$ cat src/rtl/dl_pkg.sv
// Shared digital-lock definitions: digit width, BCD limit, password-writer states and phases.
package dl_pkg;

    localparam int unsigned DL_DIGIT_W = 4;
    localparam logic [DL_DIGIT_W-1:0] BCD_MAX = 4'd9;

    typedef enum logic [2:0] {
        PW_IDLE   = 3'd0,
        PW_ENTER1 = 3'd1,
        PW_ENTER2 = 3'd2,
        PW_CHECK  = 3'd3,
        PW_RESULT = 3'd4
    } pw_state_t;

    localparam logic [1:0] PH_IDLE   = 2'd0;
    localparam logic [1:0] PH_ENTER1 = 2'd1;
    localparam logic [1:0] PH_ENTER2 = 2'd2;
    localparam logic [1:0] PH_RESULT = 2'd3;

    // CHECK lasts one cycle and is still reported as the second entry.
    function automatic logic [1:0] pw_phase(pw_state_t s);
        logic [1:0] ph;
        ph = PH_IDLE;
        case (s)
            PW_ENTER1: ph = PH_ENTER1;
            PW_ENTER2: ph = PH_ENTER2;
            PW_CHECK:  ph = PH_ENTER2;
            PW_RESULT: ph = PH_RESULT;
            default:   ph = PH_IDLE;
        endcase
        return ph;
    endfunction

endpackage

$ cat src/rtl/dl_pass_writer_if.sv
// Password interface between the enrollment writer (master) and the lock FSM (slave).
interface dl_pass_writer_if
    import dl_pkg::*;
#(
    parameter int unsigned DIGITS = 3
);
    logic [DL_DIGIT_W*DIGITS-1:0] o_password;
    logic                         o_busy;
    logic [1:0]                   o_digit_cnt;
    logic [1:0]                   o_phase;
    logic                         o_done;
    logic                         o_mismatch;

    modport master (
        output o_password, o_busy, o_digit_cnt, o_phase, o_done, o_mismatch
    );

    modport slave (
        input o_password, o_busy, o_digit_cnt, o_phase, o_done, o_mismatch
    );
endinterface

$ cat src/rtl/dl_key_sync.sv
// Two-flop synchronizer for an active-low key with a one-cycle press pulse on its falling edge.
module dl_key_sync (
    input  logic i_clk,
    input  logic i_reset,
    input  logic i_key_n,
    output logic o_press
);
    logic sync1_q, sync2_q, dly_q;

    always_ff @(posedge i_clk) begin
        if (!i_reset) begin
            sync1_q <= 1'b1;
            sync2_q <= 1'b1;
            dly_q   <= 1'b1;
        end else begin
            sync1_q <= i_key_n;
            sync2_q <= sync1_q;
            dly_q   <= sync2_q;
        end
    end

    assign o_press = dly_q & ~sync2_q;
endmodule

$ cat src/rtl/dl_pass_writer.sv
// Password enrollment: double entry of DIGITS BCD digits, committed only when both match.
// Optional inactivity timeout during entry is enabled by defining DL_PW_TIMEOUT_EN.
module dl_pass_writer
    import dl_pkg::*;
#(
    parameter int unsigned                  DIGITS         = 3,
    parameter logic [DL_DIGIT_W*DIGITS-1:0] DEFAULT_PASS   = 12'h123,
    parameter int unsigned                  TIMEOUT_CYCLES = 500_000_000
) (
    input  logic                  i_clk,
    input  logic                  i_reset,
    input  logic [DL_DIGIT_W-1:0] i_digit,
    input  logic                  i_confirm_n,
    input  logic                  i_prog,
    input  logic                  i_unlocked,
    dl_pass_writer_if.master      pw
);
    localparam int unsigned PW   = DL_DIGIT_W * DIGITS;
    localparam logic [1:0]  LAST = 2'(DIGITS - 1);

    pw_state_t   state_q, state_d;
    logic [PW-1:0] buf_a_q, buf_a_d, buf_b_q, buf_b_d, pass_q, pass_d;
    logic [1:0]  cnt_q, cnt_d, phase_q;
    logic        mism_q, mism_d, done_q, done_d, busy_q;
    logic        press, keep, valid_digit, timeout;

    dl_key_sync u_confirm_sync (
        .i_clk   (i_clk),
        .i_reset (i_reset),
        .i_key_n (i_confirm_n),
        .o_press (press)
    );

    assign keep        = i_prog & i_unlocked;
    assign valid_digit = press && (i_digit <= BCD_MAX);

`ifdef DL_PW_TIMEOUT_EN
    localparam int unsigned TW = $clog2(TIMEOUT_CYCLES + 1);
    logic [TW-1:0] tmr_q;
    logic          in_entry;

    assign in_entry = (state_q == PW_ENTER1) || (state_q == PW_ENTER2);
    assign timeout  = in_entry && (tmr_q == TW'(TIMEOUT_CYCLES));

    // Reloads on reset, outside entry, on any press and on every state change.
    always_ff @(posedge i_clk) begin
        if (!i_reset || !in_entry || press || (state_d != state_q)) begin
            tmr_q <= '0;
        end else if (!timeout) begin
            tmr_q <= tmr_q + 1'b1;
        end
    end
`else
    assign timeout = 1'b0;
`endif

    always_comb begin
        state_d = state_q;
        cnt_d   = cnt_q;
        buf_a_d = buf_a_q;
        buf_b_d = buf_b_q;
        pass_d  = pass_q;
        mism_d  = mism_q;
        done_d  = 1'b0;
        unique case (state_q)
            PW_IDLE: begin
                if (keep) begin
                    state_d = PW_ENTER1;
                    mism_d  = 1'b0;
                end
            end
            PW_ENTER1: begin
                if (!keep) begin
                    state_d = PW_IDLE;
                end else if (timeout) begin
                    state_d = PW_RESULT;
                    mism_d  = 1'b1;
                end else if (valid_digit) begin
                    buf_a_d[DL_DIGIT_W*cnt_q +: DL_DIGIT_W] = i_digit;
                    if (cnt_q == LAST) begin
                        state_d = PW_ENTER2;
                        cnt_d   = '0;
                    end else begin
                        cnt_d = cnt_q + 2'd1;
                    end
                end
            end
            PW_ENTER2: begin
                if (!keep) begin
                    state_d = PW_IDLE;
                end else if (timeout) begin
                    state_d = PW_RESULT;
                    mism_d  = 1'b1;
                end else if (valid_digit) begin
                    buf_b_d[DL_DIGIT_W*cnt_q +: DL_DIGIT_W] = i_digit;
                    cnt_d = cnt_q + 2'd1;
                    if (cnt_q == LAST) begin
                        state_d = PW_CHECK;
                    end
                end
            end
            PW_CHECK: begin
                if (!keep) begin
                    state_d = PW_IDLE;
                end else begin
                    state_d = PW_RESULT;
                    if (buf_a_q == buf_b_q) begin
                        pass_d = buf_a_q;
                        done_d = 1'b1;
                    end else begin
                        mism_d = 1'b1;
                    end
                end
            end
            PW_RESULT: begin
                if (!i_prog) begin
                    state_d = PW_IDLE;
                end
            end
            default: state_d = PW_IDLE;
        endcase
        if (state_d == PW_IDLE) begin
            cnt_d = '0;
        end
    end

    // Status outputs are registered from the next state so they track the state register.
    always_ff @(posedge i_clk) begin
        if (!i_reset) begin
            state_q <= PW_IDLE;
            cnt_q   <= '0;
            buf_a_q <= '0;
            buf_b_q <= '0;
            pass_q  <= DEFAULT_PASS;
            mism_q  <= 1'b0;
            done_q  <= 1'b0;
            busy_q  <= 1'b0;
            phase_q <= PH_IDLE;
        end else begin
            state_q <= state_d;
            cnt_q   <= cnt_d;
            buf_a_q <= buf_a_d;
            buf_b_q <= buf_b_d;
            pass_q  <= pass_d;
            mism_q  <= mism_d;
            done_q  <= done_d;
            busy_q  <= (state_d == PW_ENTER1) || (state_d == PW_ENTER2) ||
                       (state_d == PW_CHECK);
            phase_q <= pw_phase(state_d);
        end
    end

    assign pw.o_password  = pass_q;
    assign pw.o_busy      = busy_q;
    assign pw.o_digit_cnt = cnt_q;
    assign pw.o_phase     = phase_q;
    assign pw.o_done      = done_q;
    assign pw.o_mismatch  = mism_q;
endmodule
$ cat src/flat_wrapper.sv
// flat-port wrapper written by rule: the top's interface ports become plain ports
module dl_pass_writer_flat import dl_pkg::*;
#(
    parameter int unsigned                  DIGITS         = 3,
    parameter logic [DL_DIGIT_W*DIGITS-1:0] DEFAULT_PASS   = 12'h123,
    parameter int unsigned                  TIMEOUT_CYCLES = 500_000_000
)
  (i_clk, i_reset, i_digit, i_confirm_n, i_prog, i_unlocked, pw_o_password, pw_o_busy, pw_o_digit_cnt, pw_o_phase, pw_o_done, pw_o_mismatch);
  dl_pass_writer_if #(.DIGITS(DIGITS)) pw_i ();
  input  logic i_clk;
  input  logic i_reset;
  input  logic [DL_DIGIT_W-1:0] i_digit;
  input  logic i_confirm_n;
  input  logic i_prog;
  input  logic i_unlocked;
  output wire logic [$bits(pw_i.o_password)-1:0] pw_o_password;
  output wire logic [$bits(pw_i.o_busy)-1:0] pw_o_busy;
  output wire logic [$bits(pw_i.o_digit_cnt)-1:0] pw_o_digit_cnt;
  output wire logic [$bits(pw_i.o_phase)-1:0] pw_o_phase;
  output wire logic [$bits(pw_i.o_done)-1:0] pw_o_done;
  output wire logic [$bits(pw_i.o_mismatch)-1:0] pw_o_mismatch;
  assign pw_o_password = pw_i.o_password;
  assign pw_o_busy = pw_i.o_busy;
  assign pw_o_digit_cnt = pw_i.o_digit_cnt;
  assign pw_o_phase = pw_i.o_phase;
  assign pw_o_done = pw_i.o_done;
  assign pw_o_mismatch = pw_i.o_mismatch;
  dl_pass_writer #(.DIGITS(DIGITS), .DEFAULT_PASS(DEFAULT_PASS), .TIMEOUT_CYCLES(TIMEOUT_CYCLES)) u_core (.i_clk(i_clk), .i_reset(i_reset), .i_digit(i_digit), .i_confirm_n(i_confirm_n), .i_prog(i_prog), .i_unlocked(i_unlocked), .pw(pw_i));
endmodule
$ cat config.mk
export PLATFORM = sky130hd
export DESIGN_NAME = dl_pass_writer_flat
export DESIGN_NICKNAME = d
export VERILOG_FILES = /design/src/rtl/dl_pkg.sv /design/src/rtl/dl_pass_writer_if.sv /design/src/rtl/dl_key_sync.sv /design/src/rtl/dl_pass_writer.sv /design/src/flat_wrapper.sv
export SDC_FILE = /design/constraint.sdc
export NUM_CORES = 1
export LEC_CHECK = 0
export CAP_MARGIN = 15
export CORE_ASPECT_RATIO = 2
export CORE_MARGIN = 8
export CORE_UTILIZATION = 35
export DETAILED_ROUTE_END_ITERATION = 7
export SLEW_MARGIN = 10
export SYNTH_ARGS = -nofsm -noshare
export SYNTH_HDL_FRONTEND = slang
export SYNTH_SLANG_ARGS = --single-unit
$ cat constraint.sdc
create_clock -name i_clk -period 2.3 [get_ports i_clk]
set_input_delay 0.575 -clock i_clk [delete_from_list [all_inputs] [get_ports i_clk]]
set_output_delay 0.575 -clock i_clk [all_outputs]
set_load 0.005 [all_outputs]
==> Word-level counts from Yosys, hierarchy flattened <==
Cells that the tools add are included.
{ "op_classes": {"shift": 2, "eq_ne": 17, "mux": 24, "n_lt_le_gt_ge": 1, "reduce_logical": 15, "n_addsub": 2, "bitwise": 4} }
{ "ops": {"columns": ["operator", "count"], "rows": [
  ["negator 4 -> 34 bit", 1],
  ["variable shift 4 x 34 -> 12 bit, first input constant", 1],
  ["indexed part select 4 x 34 -> 12 bit", 1],
  ["2-to-1 mux 3 bit", 9],
  ["bitwise mux 12 bit", 2],
  ["one-hot mux 3 bit (5 select lines)", 1],
  ["== test 12 bit", 1],
  ["== test 3 x 2 -> 1 bit, second input constant", 4],
  ["!= test 2 x 1 -> 1 bit, second input constant", 6],
  ["AND reduction 3 bit", 4],
  ["2-to-1 mux 2 bit", 5],
  ["== test 3 x 1 -> 1 bit, second input constant", 2],
  ["== test 3 bit, second input constant", 2],
  ["logical NOT 3 bit", 2],
  ["one-hot mux 2 bit (3 select lines)", 1],
  ["AND reduction 5 bit", 1],
  ["less-or-equal comparator 4 bit, second input constant", 1],
  ["2-to-1 mux 1 bit", 4],
  ["one-hot mux 2 bit (2 select lines)", 1],
  ["AND reduction 4 bit", 1],
  ["nonzero test 2 bit", 2],
  ["OR reduction 2 bit", 2],
  ["adder 2 x 1 -> 2 bit, second input constant", 1],
  ["bitwise AND 1 bit", 2],
  ["6 further kinds", 8]
]} }
{ "totals": {"inputBits": 9, "elab_cells": 77, "output_inout_bits": 19, "regBits": 49} }

==> Depth between registers and ports, before layout <==
Gate-level depths: netlist of the first run.
{ "logic_depth": {"ltp_word": 9, "depth_mapped": 7} }

==> Modules after synthesis <==
Synthesis of the first run repeated with hierarchy kept, for this count alone.
{ "unflattened": {"cells_unflattened": 230, "hier_area_um2": 2140.8} }
{ "by_module_without_submodules": {"columns": ["mod", "instances", "cells_per_inst", "seq_area_each_um2", "area_per_inst_um2"], "rows": [
  ["dl_pass_writer", 1, 223, 920.9, 2055.7],
  ["dl_key_sync", 1, 7, 60.1, 85.1]
]} }

==> Worst setup path before layout of the first run <==
No wires, ideal clock.
{ "synth_path": {"path_kind": "register to register", "from": "reg u_core.cnt_q[0] (netlist: u_core.pw.o_digit_cnt[0])", "to": "reg u_core.buf_b_q[0]", "setup_time_ns": 0.128, "path_buffers": 1, "path_stages_with_launch": 8, "path_slack_ns": 0.630, "t_arrival_ns": 1.542, "cell_sequence": "dfxtp_1 > inv_1 > ha_1 > clkbuf_1 > and3_1 > nand4_1 > mux2i_1 > nor2_1"} }
{ "synth_between": {"elab_chain_cells": 3} }
{ "synth_lines": {"columns": ["element", "line_no", "rtl"], "rows": [
  ["from (decl)", "dl_pass_writer.sv:23", "logic [1:0] cnt_q, cnt_d, phase_q;"],
  ["from (signal assigned)", "dl_pass_writer.sv:141", "cnt_q <= cnt_d;"],
  ["negator 4 -> 34 bit *", "dl_pass_writer.sv:95", "buf_b_d[DL_DIGIT_W*cnt_q +: DL_DIGIT_W] = i_digit;"],
  ["indexed part select 4 x 34 -> 12 bit / variable shift 4 x 34 -> 12 bit (equally long branches)", "dl_pass_writer.sv:95", null],
  ["bitwise mux 12 bit *", "dl_pass_writer.sv:95", null],
  ["to (signal assigned)", "dl_pass_writer.sv:143", "buf_b_q <= buf_b_d;"],
  ["to (decl)", "dl_pass_writer.sv:22", "logic [PW-1:0] buf_a_q, buf_a_d, buf_b_q, buf_b_d, pass_q, pass_d;"]
]} }
Every way passes the cells marked *; elsewhere a longest branch is shown, timed or not.
A chain may end at the register's enable or synchronous reset.

==> Worst setup path after layout of the first run <==
{ "layout_path": {"from": "in i_digit[1]", "to": "reg u_core.cnt_q[0] (netlist: u_core.pw.o_digit_cnt[0])"} }
{ "layout_between": {"elab_chain_cells": 7} }
{ "layout_lines": {"columns": ["element", "line_no", "rtl"], "rows": [
  ["from (decl)", "flat_wrapper.sv:12", "input logic [DL_DIGIT_W-1:0] i_digit;"],
  ["less-or-equal comparator 4 bit *", "dl_pass_writer.sv:35", "assign valid_digit = press && (i_digit <= BCD_MAX);"],
  ["logical AND 1 bit *", "dl_pass_writer.sv:35", null],
  ["2-to-1 mux 3 bit (on tied branches)", "dl_pass_writer.sv:94, dl_pass_writer.sv:78", null],
  ["2-to-1 mux 3 bit (on tied branches)", "dl_pass_writer.sv:89, dl_pass_writer.sv:73", null],
  ["one-hot mux 3 bit (5 select lines)", "dl_pass_writer.sv:65", "unique case (state_q)"],
  ["logical NOT 3 bit", "dl_pass_writer.sv:122", "if (state_d == PW_IDLE) begin"],
  ["OR reduction 2 bit (no line)", null, null]
]} }
Marked as above.

==> results of run 1 <==
## flip-flops by register name, summed over array words and instances, names as in the netlist
| signal | flops |
|---|---|
| u_core.buf_a_q | 12 |
| u_core.buf_b_q | 12 |
| u_core.pw.o_done | 1 |
| u_core.pw.o_mismatch | 1 |
| u_core.state_q | 3 |
| u_core.pw.o_password | 12 |
| u_core.u_confirm_sync.sync1_q | 1 |
| u_core.u_confirm_sync.dly_q | 1 |
| u_core.pw.o_busy | 1 |
| u_core.u_confirm_sync.sync2_q | 1 |
| u_core.pw.o_digit_cnt | 2 |
| u_core.pw.o_phase | 2 |
## cell type report
type                       count  area, um^2
multi-input combinational    188        1194
timing repair buffer          35       355.3
tap                           86       107.6
sequential                    49       980.9
fill                         673        3460
inverter                       5       18.77
clock buffer                   7       142.6
## worst max-delay path by stage
stage | start | end | slack, ps
3_3_place_gp | i_digit[1] | u_core.pw.o_digit_cnt[0] | 80
5_1_grt | i_digit[1] | u_core.pw.o_digit_cnt[0] | 180
4_1_cts | i_digit[1] | u_core.pw.o_digit_cnt[0] | 320
6_report | i_digit[1] | u_core.pw.o_digit_cnt[0] | 310
2_1_floorplan | u_core.pw.o_digit_cnt[0] | u_core.buf_b_q[0] | 630
3_5_place_dp | i_digit[1] | u_core.pw.o_digit_cnt[0] | 20
## placed cells by master (no fill, tap or decap), types with 2 or more instances in the layout
cell type,n
dfxtp_1,49
nand2_1,28
clkdlybuf4s50_1,27
nor2_1,25
mux2i_1,24
a21oi_1,17
nand3_1,15
and2_1,13
xor2_1,13
nand4_1,8
nor2b_1,7
o21ai_0,7
buf_4,6
ha_1,5
clkbuf_16,5
inv_1,4
and3_1,3
nor4_1,3
nand2b_1,3
and3b_1,2
nor3b_1,2
a211oi_1,2
buf_12,2
## routing by layer
metal | up-vias | GRT usage, %
li1 | 923 | -
met1 | 821 | 11.83
met2 | 36 | 22.53
met3 | 11 | 3.096
met4 | 0 | 7.245
met5 | - | 0
## report_power, final
part	internal, uW	leakage (uW)	switching (uW)
sequential	853	0.000396	3.08
combinational	28.2	0.000678	38.8
clock	427	0.0000700	292
## critical path, cell delays in order
cell and delay (ps):
clkdlybuf4s50_1 480, o21ai_2 360, nand4_1 240, or3_1 410, a21oi_1 150
## kinds of logic after synthesis
group | after synthesis | share of synthesized area (%)
flip-flops | 49 | 43.41
multiplexers | 25 | 11.13
XOR/XNOR | 13 | 5.039
adder cells (fa/ha/maj) | 5 | 2.769
AND/OR/NAND/NOR | 115 | 26.52
AO/OA/AOI/OAI | 30 | 7.364
buffers and inverters | 17 | 3.765
## per-stage QoR
step	util, %	total power, uW	cell area (um^2)
floorplan	-	908.7	2260
global placement	42.44	941.4	2656
detailed placement	42.44	942.3	2656
CTS	44.72	1668	2799
global route	44.72	1707	2799
finish	44.72	1642	2799
==> flow_metrics.py, run 1 <==
metrics = {
    "sta": {
        "fmax_ghz": 0.5018,
        "drv_slew": 0,
        "rsz0062_at_grt": "no",
        "slew_headroom_pct": 56.68,
        "hold_viol": 0,
        "setup_violations": 0,
        "fin_ws_ps": 307.4,
        "min_period_over_period_pct": 86.64,
        "fin_tns_setup_ps": 0,
        "min_period_ps": 1993,
        "holdWs_ps": 411.7,
        "skew_ps": 4.079,
        "worst_pin_slew_ps": 648.5,
    },
    "synth": {
        "syn_inst": 254,
        "synth_area_um2": 2260,
        "synth-seq-cells": 49,
        "syn_avg_cell_area_um2": 8.896,
        "synthTopCellsByCount": "dfxtp_1 (49), nand2_1 (28), nor2_1 (25), mux2i_1 (24), a21oi_1 (17)",
        "yosys-top-cells-area": "dfxtp_1 (43%), mux2i_1 (11%), xor2_1 (5.0%), nand2_1 (4.7%), nor2_1 (4.2%)",
        "synth_async_sr_flop_share_pct": 0,
        "yosysSeqAreaShare_pct": 43.41,
        "yosys.area.top_type": "dfxtp_1",
        "synth_ff_type": "dfxtp_1",
        "ys_warn_count": 0,
        "syn-num-nets": 268,
        "synth_cell_types": 35,
        "synth_edf_count": 0,
        "synth_top_area_share_pct": 43.41,
        "yosysMostFrequentCell": "dfxtp_1",
    },
    "grt": {
        "overflow": 0,
        "grt_max_degree": 34,
        "grt_antenna_before_repair": 0,
        "grt_pass1_wl_um": 8907,
        "grtUsageTotal_pct": 12.30,
        "grt_pass1_vias": 1812,
    },
    "detailed_routing": {
        "drtIter0Drc": 42,
        "remaining_drc_errors": 0,
        "route.met2.wl_um": 2910,
        "first_pass_iters": 4,
        "vias": 1791,
        "wl_met1_um": 2090,
        "vias_per_cell": 4.841,
        "wl_met3_um": 217,
        "highest_layer": "met4",
        "wirelength_um": 5390,
        "wire_per_inst_um": 14.57,
        "drt.antenna.violating_nets": 0,
    },
    "worst_setup_path": {
        "cp.required_ps": 2520,
        "worstReg2RegEnd": "u_core.buf_a_q[8]",
        "r2r-start": "u_core.pw.o_digit_cnt[0]",
        "cp_max_fo": 10,
        "critPathKind": "in2reg",
        "start_kind": "input pin",
        "critical_path_arrival_ps": 2210,
        "worstRegToRegCells": 6,
        "crit_path_end_kind": "flop",
        "rrSetupSlack_ps": 440,
    },
    "clock_tree": {
        "hold_buffers": 0,
        "postCtsSetupBuffers": 0,
        "cts-htree-levels": 2,
        "clockBufferDepth": 2,
        "clock-sinks": 49,
        "cts_tree": "built",
        "worstSkewPairLatency_ps": 280,
        "ctsResizeCount": 0,
        "cts_inserted_buffers": 5,
        "clockRootBuffer": "clkbuf_16",
        "clkSlewWorstSetupHoldPaths_ps": 60,
    },
    "final_layout": {
        "drive_above_1_share_pct": 6.338,
        "antennaDiodeCount": 0,
        "syn_to_final_growth_pct": 23.86,
        "nets": 298,
        "final_cells": 370,
    },
    "hold_path": {
        "min_to": "u_core.u_confirm_sync.sync2_q",
        "worstHoldStart": "u_core.u_confirm_sync.sync1_q",
        "hp-class": "reg2reg",
        "min_path_cells": 1,
    },
    "die": {
        "row_count": 41,
        "pin_count": 28,
        "die_area_um2": 9439,
        "die_h_um": 129.6,
        "start_util_pct": 36.11,
        "core-area_um2": 6259,
        "die_width_um": 72.82,
    },
    "placed_design": {
        "io_buffers": 27,
        "placed_cells": 363,
        "place_hpwl_um": 4164,
        "pre_cts_ws_ps": 18.87,
        "place_congestion": 0.8445,
    },
    "power": {
        "power.density_nw_per_um2": 586.7,
        "power.leakage_uw": 0.001144,
        "ir_drop_mv": 0.4454,
    },
    "flow_run": {
        "cap_violations": 0,
    },
    "outcome": {
        "status": "finished, final reports clean",
    },
}
No activity file was read; power rests on OpenSTA's default activity.
==> run 2: changes to the inputs <==
MAX_ROUTING_LAYER = met4   (was not set)
==> run 2 against run 1 <==
Sequential share of layout area is the same. Sequential power is essentially flat. Highest routed layer unchanged. Critical path type unchanged. Sequential cell count is the same. Largest power group unchanged. Final area is the same. Non-clock buffer count is the same. Setup slack is essentially flat.
==> flow_metrics.py, run 2 (synthesis results as in run 1) <==
metrics = {
    "clock_tree": {
        "clock-sinks": 49,
        "clkSlewWorstSetupHoldPaths_ps": 60,
        "hold_buffers": 0,
        "clockBufferDepth": 2,
        "ctsResizeCount": 0,
        "worstSkewPairLatency_ps": 290,
        "cts-htree-levels": 2,
        "cts_tree": "built",
        "cts_inserted_buffers": 5,
        "postCtsSetupBuffers": 0,
        "clockRootBuffer": "clkbuf_16",
    },
    "sta": {
        "slew_headroom_pct": 56.68,
        "worst_pin_slew_ps": 648.5,
        "fin_tns_setup_ps": 0,
        "rsz0062_at_grt": "no",
        "min_period_ps": 1992,
        "hold_viol": 0,
        "drv_slew": 0,
        "setup_violations": 0,
        "skew_ps": 4.323,
        "fmax_ghz": 0.5019,
        "min_period_over_period_pct": 86.62,
    },
    "final_layout": {
        "nFillCells": 673,
        "multi_input_area_um2": 1194,
        "antennaDiodeCount": 0,
        "syn_to_final_growth_pct": 23.86,
        "drive_above_1_share_pct": 6.338,
        "final_cell_mix": "dfxtp_1 (49), nand2_1 (28), clkdlybuf4s50_1 (27), nor2_1 (25), mux2i_1 (24)",
        "nets": 298,
        "final_common_cell": "dfxtp_1",
        "regArea_um2": 980.9,
        "fin_area_um2": 2799,
        "final_util_pct": 44.72,
    },
    "grt": {
        "grt_pass1_wl_um": 8887,
        "grt_antenna_before_repair": 0,
        "grt_pass1_vias": 1815,
        "grtUsageTotal_pct": 12.62,
        "overflow": 0,
        "grt_max_degree": 34,
    },
    "detailed_routing": {
        "drt.antenna.violating_nets": 0,
        "wirelength_um": 5373,
        "wire_per_inst_um": 14.52,
        "vias_per_cell": 4.846,
        "remaining_drc_errors": 0,
        "first_pass_iters": 4,
        "drtIter0Drc": 58,
        "vias": 1793,
    },
    "placed_design": {
        "place_congestion": 0.8577,
        "io_buffers": 27,
        "place_hpwl_um": 4164,
        "postPlaceCellArea_um2": 2656,
    },
    "die": {
        "row_count": 41,
        "start_util_pct": 36.11,
        "die_width_um": 72.82,
        "core-area_um2": 6259,
        "die_h_um": 129.6,
        "die_area_um2": 9439,
        "pin_count": 28,
    },
    "worst_setup_path": {
        "crit_path_end_kind": "flop",
        "critPathKind": "in2reg",
        "start_kind": "input pin",
        "critical_path_arrival_ps": 2210,
        "cp_max_fo": 10,
        "r2r-start": "u_core.pw.o_digit_cnt[0]",
        "crit_start": "i_digit[1]",
        "cp.required_ps": 2520,
    },
    "hold_path": {
        "worstHoldStart": "u_core.u_confirm_sync.sync1_q",
        "hp-class": "reg2reg",
    },
    "outcome": {
        "status": "finished, final reports clean",
    },
    "flow_run": {
        "cap_violations": 0,
    },
    "power": {
        "power.leakage_uw": 0.001144,
        "power.density_nw_per_um2": 586.7,
        "ir_drop_mv": 0.4462,
    },
}
-- run 2: power breakdown --
part	internal, uW	leakage (uW)	switching, uW	total [uW]
Clock	427	0.0000700	292	719
Combinational	28.3	0.000678	38.8	67.0
Sequential	853	0.000396	3.08	856
-- run 2: path summary, 6_finish.rpt --
check	to	slack, ps	cells past startpoint
max	u_core.pw.o_digit_cnt[0]	310	5
min	u_core.u_confirm_sync.sync2_q	410	1
max reg2reg	u_core.buf_a_q[8]	440	6
min reg2reg	u_core.u_confirm_sync.sync2_q	410	1
-- run 2: layout make-up --
type	instances	share of cell area, %
multi-input cells	188	42.65
flip-flops and latches	49	35.05
repair buffers	35	12.70
clock buffers	7	5.096
well taps	86	3.844
inverters	5	0.6705
-- run 2: metal layers --
| metal | track usage (%) | routed length (um) | up-vias |
|---|---|---|---|
| met2 | 22.53 | 2903 | 36 |
| met4 | 7.245 | 168 | 0 |
| met1 | 11.87 | 2094 | 822 |
| met5 | - | 0 | - |
| li1 | - | - | 924 |
| met3 | 2.941 | 207 | 11 |
-- run 2: stage by stage --
stage	cells	setup slack, ps	total power, uW	hold WS [ps]
5_1_grt	370	178.2	1707	452.9
3_5_place_dp	363	18.87	942.3	404.1
6_report	370	307.6	1642	411.8
2_1_floorplan	254	630.4	908.7	386.3
3_3_place_gp	363	79.32	941.4	405.5
4_1_cts	370	321.2	1668	419.9
-- run 2: critical path: stages --
cell	delay [ps]
clkdlybuf4s50_1	480
o21ai_2	360
nand4_1	240
or3_1	410
a21oi_1	150
==> run 3: changes to the inputs <==
CTS_CLUSTER_SIZE = 8   (was not set)
==> results of run 3 <==
No change in the layout: final DEF, timing and power equal those of run 2.
